File: src/rtl/pipe_pkg.sv
`default_nettype none
// ============================================================================
//  Module      : pipe_pkg
//  Description : Shared pipeline definitions for the RV32I core: the ALU
//                operation encodings, the writeback-select encodings, the
//                packed decode control bundle and its bubble (all-zero) value.
//  Revision    : 1.0 - initial release
// ============================================================================
package pipe_pkg;

  // ALU operation encodings (ADD is zero so a bubble decodes to ADD)
  localparam logic [3:0] ALU_ADD  = 4'b0000;
  localparam logic [3:0] ALU_SUB  = 4'b0001;
  localparam logic [3:0] ALU_AND  = 4'b0010;
  localparam logic [3:0] ALU_OR   = 4'b0011;
  localparam logic [3:0] ALU_XOR  = 4'b0100;
  localparam logic [3:0] ALU_SLT  = 4'b0101;
  localparam logic [3:0] ALU_SLTU = 4'b0110;
  localparam logic [3:0] ALU_SLL  = 4'b0111;
  localparam logic [3:0] ALU_SRL  = 4'b1000;
  localparam logic [3:0] ALU_SRA  = 4'b1001;
  localparam logic [3:0] ALU_LUI  = 4'b1111;

  // Writeback result select
  localparam logic [1:0] RES_ALU = 2'b00;
  localparam logic [1:0] RES_MEM = 2'b01;
  localparam logic [1:0] RES_PC4 = 2'b10;

  typedef struct packed {
    logic       RegWrite;
    logic       MemWrite;
    logic       ALUSrc;
    logic       branch;
    logic       jump;
    logic       jalr;
    logic [3:0] ALUControl;
    logic [1:0] ResultSrc;
    logic [2:0] AddressingControl;
  } ctrl_t;

  // A bubble carries no side effects: no write, no store, no control transfer
  localparam ctrl_t CTRL_BUBBLE = '0;

endpackage : pipe_pkg
`default_nettype wire

File: src/rtl/sat_counter.sv
`default_nettype none
// ============================================================================
//  Module      : sat_counter
//  Description : Up-counter that sticks at all-ones instead of wrapping.
//                Asynchronous active-high reset clears it.
//  Ports       : clk   - rising-edge clock
//                rst   - asynchronous active-high reset
//                inc   - count one event on this edge
//                count - current count value
//  Revision    : 1.0 - initial release
// ============================================================================
module sat_counter #(
  parameter int WIDTH = 32
) (
  input  logic             clk,
  input  logic             rst,
  input  logic             inc,
  output logic [WIDTH-1:0] count
);

  logic [WIDTH-1:0] r_count;

  always_ff @(posedge clk or posedge rst) begin
    if (rst) begin
      r_count <= '0;
    end else if (inc && (r_count != {WIDTH{1'b1}})) begin
      r_count <= r_count + 1'b1;
    end
  end

  assign count = r_count;

endmodule : sat_counter
`default_nettype wire

File: src/rtl/id_ex_reg.sv
`default_nettype none
// ============================================================================
//  Module      : id_ex_reg
//  Description : Decode-to-execute pipeline register. Captures the decode
//                control bundle, operands, immediates and register indices.
//                Edge priority: rst > flushE (bubble) > stallE (hold) > load.
//  Ports       : clk, rst (async, active-high), stallE, flushE, validD,
//                *D decode-stage inputs, *E registered execute-stage outputs,
//                bubbleCountE / stallCountE hazard activity counters.
//  Config      : ID_EX_PERF_EN - when defined, builds two saturating hazard
//                counters; otherwise the counter outputs are tied to zero.
//  Revision    : 1.0 - initial release
// ============================================================================
module id_ex_reg #(
  parameter int DATA_WIDTH     = 32,
  parameter int REG_ADDR_WIDTH = 5
) (
  input  logic                      clk,
  input  logic                      rst,
  input  logic                      stallE,
  input  logic                      flushE,
  input  logic                      validD,
  input  logic                      RegWriteD,
  input  logic                      MemWriteD,
  input  logic                      ALUSrcD,
  input  logic                      branchD,
  input  logic                      jumpD,
  input  logic                      jalrD,
  input  logic [3:0]                ALUControlD,
  input  logic [1:0]                ResultSrcD,
  input  logic [2:0]                AddressingControlD,
  input  logic [DATA_WIDTH-1:0]     RD1D,
  input  logic [DATA_WIDTH-1:0]     RD2D,
  input  logic [DATA_WIDTH-1:0]     PCD,
  input  logic [DATA_WIDTH-1:0]     ImmExtD,
  input  logic [DATA_WIDTH-1:0]     PCPlus4D,
  input  logic [REG_ADDR_WIDTH-1:0] Rs1D,
  input  logic [REG_ADDR_WIDTH-1:0] Rs2D,
  input  logic [REG_ADDR_WIDTH-1:0] RdD,
  output logic                      validE,
  output logic                      RegWriteE,
  output logic                      MemWriteE,
  output logic                      ALUSrcE,
  output logic                      branchE,
  output logic                      jumpE,
  output logic                      jalrE,
  output logic [3:0]                ALUControlE,
  output logic [1:0]                ResultSrcE,
  output logic [2:0]                AddressingControlE,
  output logic [DATA_WIDTH-1:0]     RD1E,
  output logic [DATA_WIDTH-1:0]     RD2E,
  output logic [DATA_WIDTH-1:0]     PCE,
  output logic [DATA_WIDTH-1:0]     ImmExtE,
  output logic [DATA_WIDTH-1:0]     PCPlus4E,
  output logic [REG_ADDR_WIDTH-1:0] Rs1E,
  output logic [REG_ADDR_WIDTH-1:0] Rs2E,
  output logic [REG_ADDR_WIDTH-1:0] RdE,
  output logic [31:0]               bubbleCountE,
  output logic [31:0]               stallCountE
);

  import pipe_pkg::*;

  ctrl_t                     w_ctrl_d;
  ctrl_t                     r_ctrl;
  logic                      r_valid;
  logic [DATA_WIDTH-1:0]     r_rd1;
  logic [DATA_WIDTH-1:0]     r_rd2;
  logic [DATA_WIDTH-1:0]     r_pc;
  logic [DATA_WIDTH-1:0]     r_imm;
  logic [DATA_WIDTH-1:0]     r_pc4;
  logic [REG_ADDR_WIDTH-1:0] r_rs1;
  logic [REG_ADDR_WIDTH-1:0] r_rs2;
  logic [REG_ADDR_WIDTH-1:0] r_rd;

  always_comb begin
    w_ctrl_d                   = CTRL_BUBBLE;
    w_ctrl_d.RegWrite          = RegWriteD;
    w_ctrl_d.MemWrite          = MemWriteD;
    w_ctrl_d.ALUSrc            = ALUSrcD;
    w_ctrl_d.branch            = branchD;
    w_ctrl_d.jump              = jumpD;
    w_ctrl_d.jalr              = jalrD;
    w_ctrl_d.ALUControl        = ALUControlD;
    w_ctrl_d.ResultSrc         = ResultSrcD;
    w_ctrl_d.AddressingControl = AddressingControlD;
  end

  // Reset and flush load the same bubble: data and indices are zeroed too,
  // so RdE=x0 can never match a forwarding comparison.
  always_ff @(posedge clk or posedge rst) begin
    if (rst) begin
      r_ctrl  <= CTRL_BUBBLE;
      r_valid <= 1'b0;
      r_rd1   <= '0;
      r_rd2   <= '0;
      r_pc    <= '0;
      r_imm   <= '0;
      r_pc4   <= '0;
      r_rs1   <= '0;
      r_rs2   <= '0;
      r_rd    <= '0;
    end else if (flushE) begin
      r_ctrl  <= CTRL_BUBBLE;
      r_valid <= 1'b0;
      r_rd1   <= '0;
      r_rd2   <= '0;
      r_pc    <= '0;
      r_imm   <= '0;
      r_pc4   <= '0;
      r_rs1   <= '0;
      r_rs2   <= '0;
      r_rd    <= '0;
    end else if (!stallE) begin
      // Control is captured unmasked even when validD=0; upstream owns that.
      r_ctrl  <= w_ctrl_d;
      r_valid <= validD;
      r_rd1   <= RD1D;
      r_rd2   <= RD2D;
      r_pc    <= PCD;
      r_imm   <= ImmExtD;
      r_pc4   <= PCPlus4D;
      r_rs1   <= Rs1D;
      r_rs2   <= Rs2D;
      r_rd    <= RdD;
    end
  end

  assign validE             = r_valid;
  assign RegWriteE          = r_ctrl.RegWrite;
  assign MemWriteE          = r_ctrl.MemWrite;
  assign ALUSrcE            = r_ctrl.ALUSrc;
  assign branchE            = r_ctrl.branch;
  assign jumpE              = r_ctrl.jump;
  assign jalrE              = r_ctrl.jalr;
  assign ALUControlE        = r_ctrl.ALUControl;
  assign ResultSrcE         = r_ctrl.ResultSrc;
  assign AddressingControlE = r_ctrl.AddressingControl;
  assign RD1E               = r_rd1;
  assign RD2E               = r_rd2;
  assign PCE                = r_pc;
  assign ImmExtE            = r_imm;
  assign PCPlus4E           = r_pc4;
  assign Rs1E               = r_rs1;
  assign Rs2E               = r_rs2;
  assign RdE                = r_rd;

`ifdef ID_EX_PERF_EN
  logic w_bubble_inc;
  logic w_stall_inc;

  // A cycle with both stall and flush counts as a bubble only.
  assign w_bubble_inc = flushE;
  assign w_stall_inc  = stallE & ~flushE;

  sat_counter #(.WIDTH(32)) u_bubble_cnt (
    .clk   (clk),
    .rst   (rst),
    .inc   (w_bubble_inc),
    .count (bubbleCountE)
  );

  sat_counter #(.WIDTH(32)) u_stall_cnt (
    .clk   (clk),
    .rst   (rst),
    .inc   (w_stall_inc),
    .count (stallCountE)
  );
`else
  assign bubbleCountE = '0;
  assign stallCountE  = '0;
`endif

endmodule : id_ex_reg
`default_nettype wire

File: config.mk
export PLATFORM = sky130hd
export DESIGN_NAME = id_ex_reg
export DESIGN_NICKNAME = d
export VERILOG_FILES = /design/src/rtl/pipe_pkg.sv /design/src/rtl/sat_counter.sv /design/src/rtl/id_ex_reg.sv
export SDC_FILE = /design/constraint.sdc
export NUM_CORES = 1
export LEC_CHECK = 0
export CORE_AREA = 5 5 171 173
export DETAILED_ROUTE_END_ITERATION = 7
export DIE_AREA = 0 0 176 178
export GPL_TIMING_DRIVEN = 0
export PLACE_DENSITY_LB_ADDON = 0.05
export SLEW_MARGIN = 20
export SYNTH_ARGS = -nofsm -noshare
export SYNTH_HDL_FRONTEND = slang
export SYNTH_SLANG_ARGS = --single-unit
File: constraint.sdc
create_clock -name clk -period 7.4 [get_ports clk]
set_input_delay 1.48 -clock clk [delete_from_list [all_inputs] [get_ports clk]]
set_output_delay 1.48 -clock clk [all_outputs]
set_load 0.02 [all_outputs]
Word-level counts from Yosys, hierarchy flattened
Cells that the tools add are included.
Word-level totals
  word-level logic and storage cells: 39
  latch bits: 0
  memory bits (writable): 0
  ROM bits: 0
  memories: 0
  flip-flop bits (word level): 191
Cells by class
  multiplexer cells: 20
  bitwise gates (word level): 0
  multipliers: 0
  divide/modulo/power cells: 0
  shift-type cells: 0
  order comparisons: 0
  reduce and logical (&&, ||, !) cells: 0
  add/sub/neg operators: 0
  eq/ne operators: 1
Operator list (count)
  $mux 32: 10
  $mux 15: 2
  $mux 5: 6
  $mux 1: 2
  $ne 2x1->1 const B: 1

Logic depth before layout (Yosys ltp)
Gate-level depths: netlist of run 1.
  depth in word-level cells: 2
  depth in mapped cells: 4

Worst setup path before layout of run 1
No wires, ideal clock.
  kind: input to register
  from: input flushE
  to: register r_pc[0], in the netlist PCE[0]
  buffers on the path: 2
  arrival: 2052 ps
  setup slack: 5216 ps
  stages on the path: 3
  setup time: 132 ps
  cells stage by stage: clkbuf_1 clkbuf_1 nor2_1
Between the ends
  cells in the longest elaborated chain, start to end: 1
  elaborated cells between the ends (all ways): 2
  classes of those cells: 1 x eq/ne; 1 x mux
Ends and longest elaborated chain
  start: declaration: line id_ex_reg.sv:21  | input logic flushE,
  $ne 2x1->1 (no source line) or $mux 32 (tied branches)
  end signal: assignment: line id_ex_reg.sv:97  | r_pc <= '0;
  end signal: assignment: line id_ex_reg.sv:108  | r_pc <= '0;
  end signal: assignment: line id_ex_reg.sv:120  | r_pc <= PCD;
  end: declaration: line id_ex_reg.sv:69  | logic [DATA_WIDTH-1:0] r_pc;
Several ways; a longest one is shown, not always the timed one.
A chain may end at the register's enable or synchronous reset.

Final worst setup path of run 1
  from: register r_ctrl, in the netlist ALUControlE[3]
  to: output ALUControlE[3]
RTL lines
  start: declaration: line id_ex_reg.sv:65  | ctrl_t r_ctrl;
  start signal: assignment: line id_ex_reg.sv:116  | r_ctrl <= w_ctrl_d;
  end: declaration: line id_ex_reg.sv:47  | output logic [3:0] ALUControlE,
No word-level cell between the ends.

==> summary by stage, run 1 <==
Clock network
The clock transition at the register clock pins on the worst setup and hold paths after CTS is 0.08 ns. The number of clock buffers added by TritonCTS is 17. The number of H-tree levels is 4. The CTS tree is built. After clock tree synthesis, the repair step resized 0 gates. The clock passes through at most 2 buffers. After clock tree synthesis, the flow added hold-fix buffers numbering 0. The tree built by TritonCTS fans out to about 190 sinks. Clock tree synthesis selected as its root buffer the cell sky130_fd_sc_hd__clkbuf_16. The clock latency on the worst-skew pair is just over 0.4 ns. The buffer count from post-CTS setup fixing is 0.

Synthesis
The post-synth design cell area is just over 0.008 mm². A synthesized cell averages 12.2 µm². The number of library cell types mapped by synthesis is 10. Counting every instance in the synthesized netlist gives 681. The number of register bits inferred by synthesis is ~190. Yosys printed 0 warnings. The sequential area share after synthesis is 0.575.

Layout
Compared with the post-synthesis result, the final layout area differs by 61.7%. The count of placed standard cells in the final layout, fillers left out is 1507. The final design area excluding fillers is approximately 0.013 mm². At the end of the flow, the number of nets in the layout was 1343. The number of fill cells in the layout is 2529. The multi-input combinational cells in the finished layout cover a total of 0.00287 mm². The number of antenna diodes in the final layout is 0. Summing all flip-flop and latch instances after layout gives about 0.0048 mm². The utilization of the core after routing is 0.489. The fraction of layout instances using a drive strength above 1 is 0.113.

Detailed routing
The final route contains 6237 vias. For this run, design rule violations remaining after detail routing come to 0. Wire segments on met2 add up to 13.0 mm in the final route. The detailed-routed wire length on met3 is between 2 and 3 mm. In the final routing, the length of wire on met1 measures 10.7 mm. The average detailed-routed wire length per instance is 17.8 µm.

Dividing the detail-routed via count by the number of cells gives 4.14. After detailed routing, the total wire length is between 20 and 30 mm. Routed signal wires occupy layers up through met5.

The count of antenna-violating nets left after detailed routing is 0. Before antenna repair, the detailed router went through 4 iterations. The detailed router finished its first iteration with around 310 violations.

Critical path
The critical path is of the flop to primary output type. The worst setup path is captured at a primary output. Of all nets on the critical path, the largest fanout is 2. The count of buffer and inverter cells on the critical path is 1.

Data on the critical path is required at its endpoint by between 5 and 6 ns. On the worst path, the slowest cell contributes a delay of 0.70 ns. The family with the most delay on the worst path is buffers and inverters. STA classifies the critical path startpoint as a flop. Walking the worst path, the cells encountered are clkdlybuf4s50_1. The logic depth of the worst setup path including buffers is 1. Data arrives at the worst endpoint at ~1.5 ns. The slowest stage cell on the critical path is sky130_fd_sc_hd__clkdlybuf4s50_1. The worst reg2reg path depth is 2.

Floorplanning
Pin placement for this block handled 450 I/O pins. From bottom edge to top edge, the die measures 178 µm. The number of core rows is 61. For this configuration, the core starts out at a cell density of 0.303. The die span in x is 176 µm. The die footprint is 0.0313 mm². The area of the core region is around 0.027 mm².

Timing
The worst clock skew on the final layout is 0 ns. The number of failing hold endpoints at the final stage is 0. The fraction of the cycle the final worst path needs is 0.400. On the final layout, the worst hold slack is between 0.5 and 0.6 ns. The slew at the pin with the worst max-slew slack is 0.712 ns. The worst slew margin relative to its limit is 0.525. Setup repair after global routing left no endpoint under its margin. The max-slew violation count is 0. The final worst setup slack is 4.44 ns.

Adding up every negative setup slack in the final design gives 0 ns. The worst path needs around 3.0 ns of the cycle, external delays included. Setup violations remaining at the end of the flow were counted as 0. The timing-limited maximum frequency is 338 MHz.

GRT
The number of global-route vias before repair came to 6464. Entering global routing, the biggest net connects 92 pins. The initial antenna violation count is 1. The sum of overflow across all layers after global routing is 0. Across every metal layer, demand over resource in global routing totals 0.164.

The first global-routing pass estimated between 30 and 40 mm of wire.

Min path
The path type of the worst min-delay path is flop to flop. Counting instances, the worst hold path has a depth of 2.

Power and ir drop
VDD sags by at most between 90 and 100 µV. The leakage component of the power is approximately 6.5 nW. The overall power after layout is 2.59 mW. For this design the ratio of total power to cell area is 193 mW/mm².

Placed design
Detailed placement finished with a half-perimeter wire length of 20.5 mm. The total cell area at the placement stage is 0.0129 mm². The final RePlAce weighted congestion is 0.730. The number of buffers inserted by port buffering is 383. The worst slack after detailed placement is roughly 4.6 ns.

The total placed cells including tap cells is about 1500.

Outcome
The flow ran to the end, and the final reports show no timing, DRC or antenna violations.

Job
The max-cap violation count is 0.
-- synth_stat cells (all sizes together) --
library cell | n | area share
buf | 97 | 0.10
clkbuf | 9 | 0.0041
conb | 1 | 0.00045
dfrtp | 191 | 0.57
inv | 1 | 0.00045
mux2i | 191 | 0.23
nor2 | 191 | 0.086
-- cell usage in the layout, fill, tap and decap left out --
master and instances:
sky130_fd_sc_hd__mux2i_1 191, sky130_fd_sc_hd__clkbuf_8 1, sky130_fd_sc_hd__buf_12 2, sky130_fd_sc_hd__clkbuf_1 10, sky130_fd_sc_hd__nor2_1 191, sky130_fd_sc_hd__buf_8 19
sky130_fd_sc_hd__clkbuf_16 17, sky130_fd_sc_hd__buf_4 64, sky130_fd_sc_hd__clkinv_8 1, sky130_fd_sc_hd__clkinv_2 1, sky130_fd_sc_hd__buf_2 12, sky130_fd_sc_hd__inv_6 3
sky130_fd_sc_hd__inv_8 4, sky130_fd_sc_hd__clkdlybuf4s50_1 383, sky130_fd_sc_hd__clkinv_4 5, sky130_fd_sc_hd__conb_1 64, sky130_fd_sc_hd__buf_16 2, sky130_fd_sc_hd__dfrtp_1 191
-- metal layers --
metal / up-vias / global-route usage
met1: 2932 / 0.199
met3: 16 / 0.0725
li1: 3027 / -
met4: 2 / 0.0367
met2: 260 / 0.271
met5: - / 0
-- power by group --
part / switching [mW] / internal (mW)
clock network: 0.451 / 0.456
registers: 0.0312 / 1.10
logic: 0.264 / 0.290
-- worst paths after layout --
check,slack (ns),to,start
min in group asynchronous,1.36,PCE[14],rst
worst max-delay path,4.44,ALUControlE[3],ALUControlE[3]
worst min register to register,0.52,jumpE,jumpE
worst min-delay path,0.52,jumpE,jumpE
worst max register to register,6.67,PCPlus4E[22],PCPlus4E[22]
max in group asynchronous,5.33,PCPlus4E[29],rst
-- cells by family (layout without fill, tap and decap cells) --
kind of cell  count (synthesis)  after routing  synth area share
simple gates                191            191            0.0862
other cells                   1             64          0.000451
mux                         191            191             0.230
flops                       191            191             0.575
buf+inv                     107            524             0.109
-- area by class of cell --
type | instances | share of cell area
flip-flops and latches | 191 | 0.355
clock buffers | 19 | 0.0329
well taps | 346 | 0.0322
inverters | 1 | 0.000837
plain buffers | 106 | 0.0669
multi-input cells | 446 | 0.213
clock inverters | 13 | 0.00930
repair buffers | 385 | 0.289
-- worst min-delay path: cells and delay by family, from the launching register on --
family           cells  cell delay [ns]
DFF                  1             0.34
muxes                1             0.07
and+or+nand+nor      1             0.07
-- sequential cells by signal (all words and copies together) (netlist names), 3 cells and up --
name	count
PCPlus4E	32
PCE	32
RD2E	32
ImmExtE	32
ALUControlE	4
AddressingControlE	3
RdE	5
Rs1E	5
RD1E	32
Rs2E	5
No activity file was read; power rests on OpenSTA's default activity.
==> inputs of run 2 (changes only) <==
Clock period 7.4 ns to 3 ns, I/O delays scaled along.
==> run 2 against run 1 <==
Design area is 0.59% higher. Hold slack worse by 0.00053 ns. Sequential share of layout area decreased by 0.21 points. Final cell count increased by 0.46%. First-iteration DRC count shrank 6.7%. Die area stayed put. Core utilization up 0.29 points. Routed wire length up 1.8%. Register-to-register slack worse by 4.4 ns. Critical path type unchanged. Critical endpoint is now jumpE. Highest routed layer unchanged.
==> summary by stage, run 2 (synthesis results as in run 1) <==
Timing
Measured against its own limit, the worst slew margin works out to 0.549. Based on the critical path, the design can be clocked at up to 482 MHz. The slew at the pin with the worst max-slew slack is 0.676 ns.

The number of failing hold endpoints at the final stage is 0. The fraction of the cycle the final worst path needs is 0.692. Subtracting the final worst setup slack from the clock period gives 2.08 ns.

Setup repair after global routing left no endpoint under its margin. The max-slew violation count is 0. Across the routed clock network, the largest skew measured is 0 ns. The worst hold slack is slightly above 0.5 ns. After layout, the worst setup slack is 0.923 ns. The final setup violation count is 0.

Clock network
The clock drives between 150 and 200 sinks. In this run, post-CTS repair resized a total of 0 instances. The count of hold buffers inserted by post-cts repair is 0. TritonCTS built the clock tree.

The number of H-tree levels is 4. The buffer count from post-CTS setup fixing is 0. The longest clock path from root to sink contains 2 buffers. The clock latency on the worst-skew pair is between 0.4 and 0.5 ns. After clock tree synthesis, the clock-pin slew on the worst setup and hold paths is 0.07 ns.

The cell chosen for the clock root is sky130_fd_sc_hd__clkbuf_16. The number of buffers added by the clock tree synthesis step is 17.

GRT
The number of global-route vias before repair is ~6600. The global router's overall resource usage is 0.169. The first global-routing pass estimated about 40 mm of wire. The initial antenna violation count is 3. The sum of overflow across all layers after global routing is 0. Entering global routing, the biggest net connects 31 pins.

Floorplanning
The die span in x is 176 µm. The I/O pin count is 450. The initial utilization of the core area, before any placement, comes to 0.303.

In this run the core area contains 61 standard-cell rows. The die footprint is 0.0313 mm². The vertical die dimension is 178 µm.

The core region is 0.0275 mm².

Power and ir drop
Across the VDD grid, the largest voltage drop is 246 µV. The share of power burned in combinational logic is 0.217. Of the total power, registers draw 0.438. The leakage component of the power is about 6.6 nW. The total power density per cell area is around 470 mW/mm². The internal power of the cells is 4.54 mW.

The switching power is 1.83 mW. Of the total power, the share spent switching nets is 0.287. The share of total power dissipated in the clock network is 0.345.

Total power for the finished layout comes to 6.37 mW.

Layout
The library cell used most frequently in the layout, excluding fill and tap cells, is sky130_fd_sc_hd__clkdlybuf4s50_1. The finished cells cover approximately 0.014 mm². The area overhead of the layout relative to synthesis is 62.7%. The utilization of the core after routing is 0.492. In the final layout, the multi-input gates occupy 0.00287 mm². The number of fill cells in the layout is 2562. Across the whole layout, storage elements account for 0.00478 mm². The fraction of layout instances using a drive strength above 1 is 0.116. The net count of the finished layout is 1348. The library cells used most frequently in the layout, excluding fill and tap cells, are sky130_fd_sc_hd__clkdlybuf4s50_1 (383), sky130_fd_sc_hd__dfrtp_1 (191), sky130_fd_sc_hd__mux2i_1 (191), sky130_fd_sc_hd__nor2_1 (191).

Critical path
The cell family contributing the most delay on the critical path is buffers and inverters. Traced cell by cell, the critical path runs through clkdlybuf4s50_1. At the worst endpoint, the required time is 2.40 ns. The slowest stage cell on the critical path is sky130_fd_sc_hd__clkdlybuf4s50_1.

In this run the worst path has a maximum fanout of 2. STA classifies the critical path startpoint as a flop. The largest stage delay on the critical path is 0.69 ns.

The worst-case register-to-register setup slack is 2.24 ns. STA puts the critical path data arrival time at 1.48 ns. STA classifies the critical path endpoint as a primary output. The count of buffer and inverter cells on the critical path is 1. The critical path is of the flop to primary output type.

Detailed routing
The count of antenna-violating nets left after detailed routing is 0. After detailed routing, the average wire length per cell comes to 18.0 µm. After detailed routing, the number of remaining DRC violations is 0. The number of DRC violations after detailed-routing iteration 0 is 291.

Dividing the detail-routed via count by the number of cells gives 4.16. The final layout contains routed wiring with a total length of 27.3 mm. The via total after detailed routing is 6296. The pre-antenna-repair detailed-routing pass consisted of 4 iterations.

Placed design
Timing analysis after detailed placement gives a worst setup slack of 0.971 ns. The number of buffers inserted by port buffering is 383. The total cell area at the placement stage is 0.0130 mm². After legalization and detailed placement, the total HPWL measured 21.4 mm. The final RePlAce weighted congestion is just over 0.7.

Min path
The tightest min-delay check is of the flop to flop type.

Job
The max-cap violation count is 0.

Outcome
The run finished with clean final reports.
## run 2: layer usage
layer  share of wire  track usage  routed length, µm  up-vias
met5         0.00048            0                 13        -
met3            0.11       0.0797               2970       21
met2            0.49        0.282              13500      267
met1            0.39        0.197              10600     2953
met4          0.0096       0.0413                261        2
li1                -            -                  -     3053
## run 2: area by class of cell
cell class / instances / share of cell area
inverter: 1 / 0.000555
buffer: 106 / 0.0665
sequential: 191 / 0.353
tap: 346 / 0.0320
clock buffer: 19 / 0.0320
clock inverter: 13 / 0.00888
antenna: 2 / 0.000370
timing repair buffer: 390 / 0.294
multi-input combinational: 446 / 0.212
## run 2: worst paths after layout
check	depth (start not counted)	end	from
min in group asynchronous	2	RD1E[3]	rst
min	2	PCPlus4E[28]	PCPlus4E[28]
min reg2reg	2	PCPlus4E[28]	PCPlus4E[28]
max reg2reg	2	ResultSrcE[0]	ResultSrcE[0]
max	1	jumpE	jumpE
max in group asynchronous	5	jalrE	rst
## run 2: worst reg2reg max path: stages, from the launching register on
cell	delay (ns)
sky130_fd_sc_hd__dfrtp_1	0.42
sky130_fd_sc_hd__mux2i_1	0.16
sky130_fd_sc_hd__nor2_1	0.05
## run 2: per-stage QoR
| step | std cells | TNS, ns |
|---|---|---|
| floorplan | 744 | -11.93 |
| CTS | 1512 | 0 |
| global placement | 1473 | -372.57 |
| detailed placement | 1480 | 0 |
| finish | 1514 | 0 |
| global route | 1513 | 0 |
## run 2: power by group through the flow
stage	clock network (mW)	logic [mW]	registers, mW
after global routing	2.39	1.48	2.81
after detailed placement	0	1.40	2.84
after floorplan	0	0.516	3.02
after CTS	2.28	1.40	2.80
final	2.20	1.38	2.79
after global placement	0	1.37	2.84
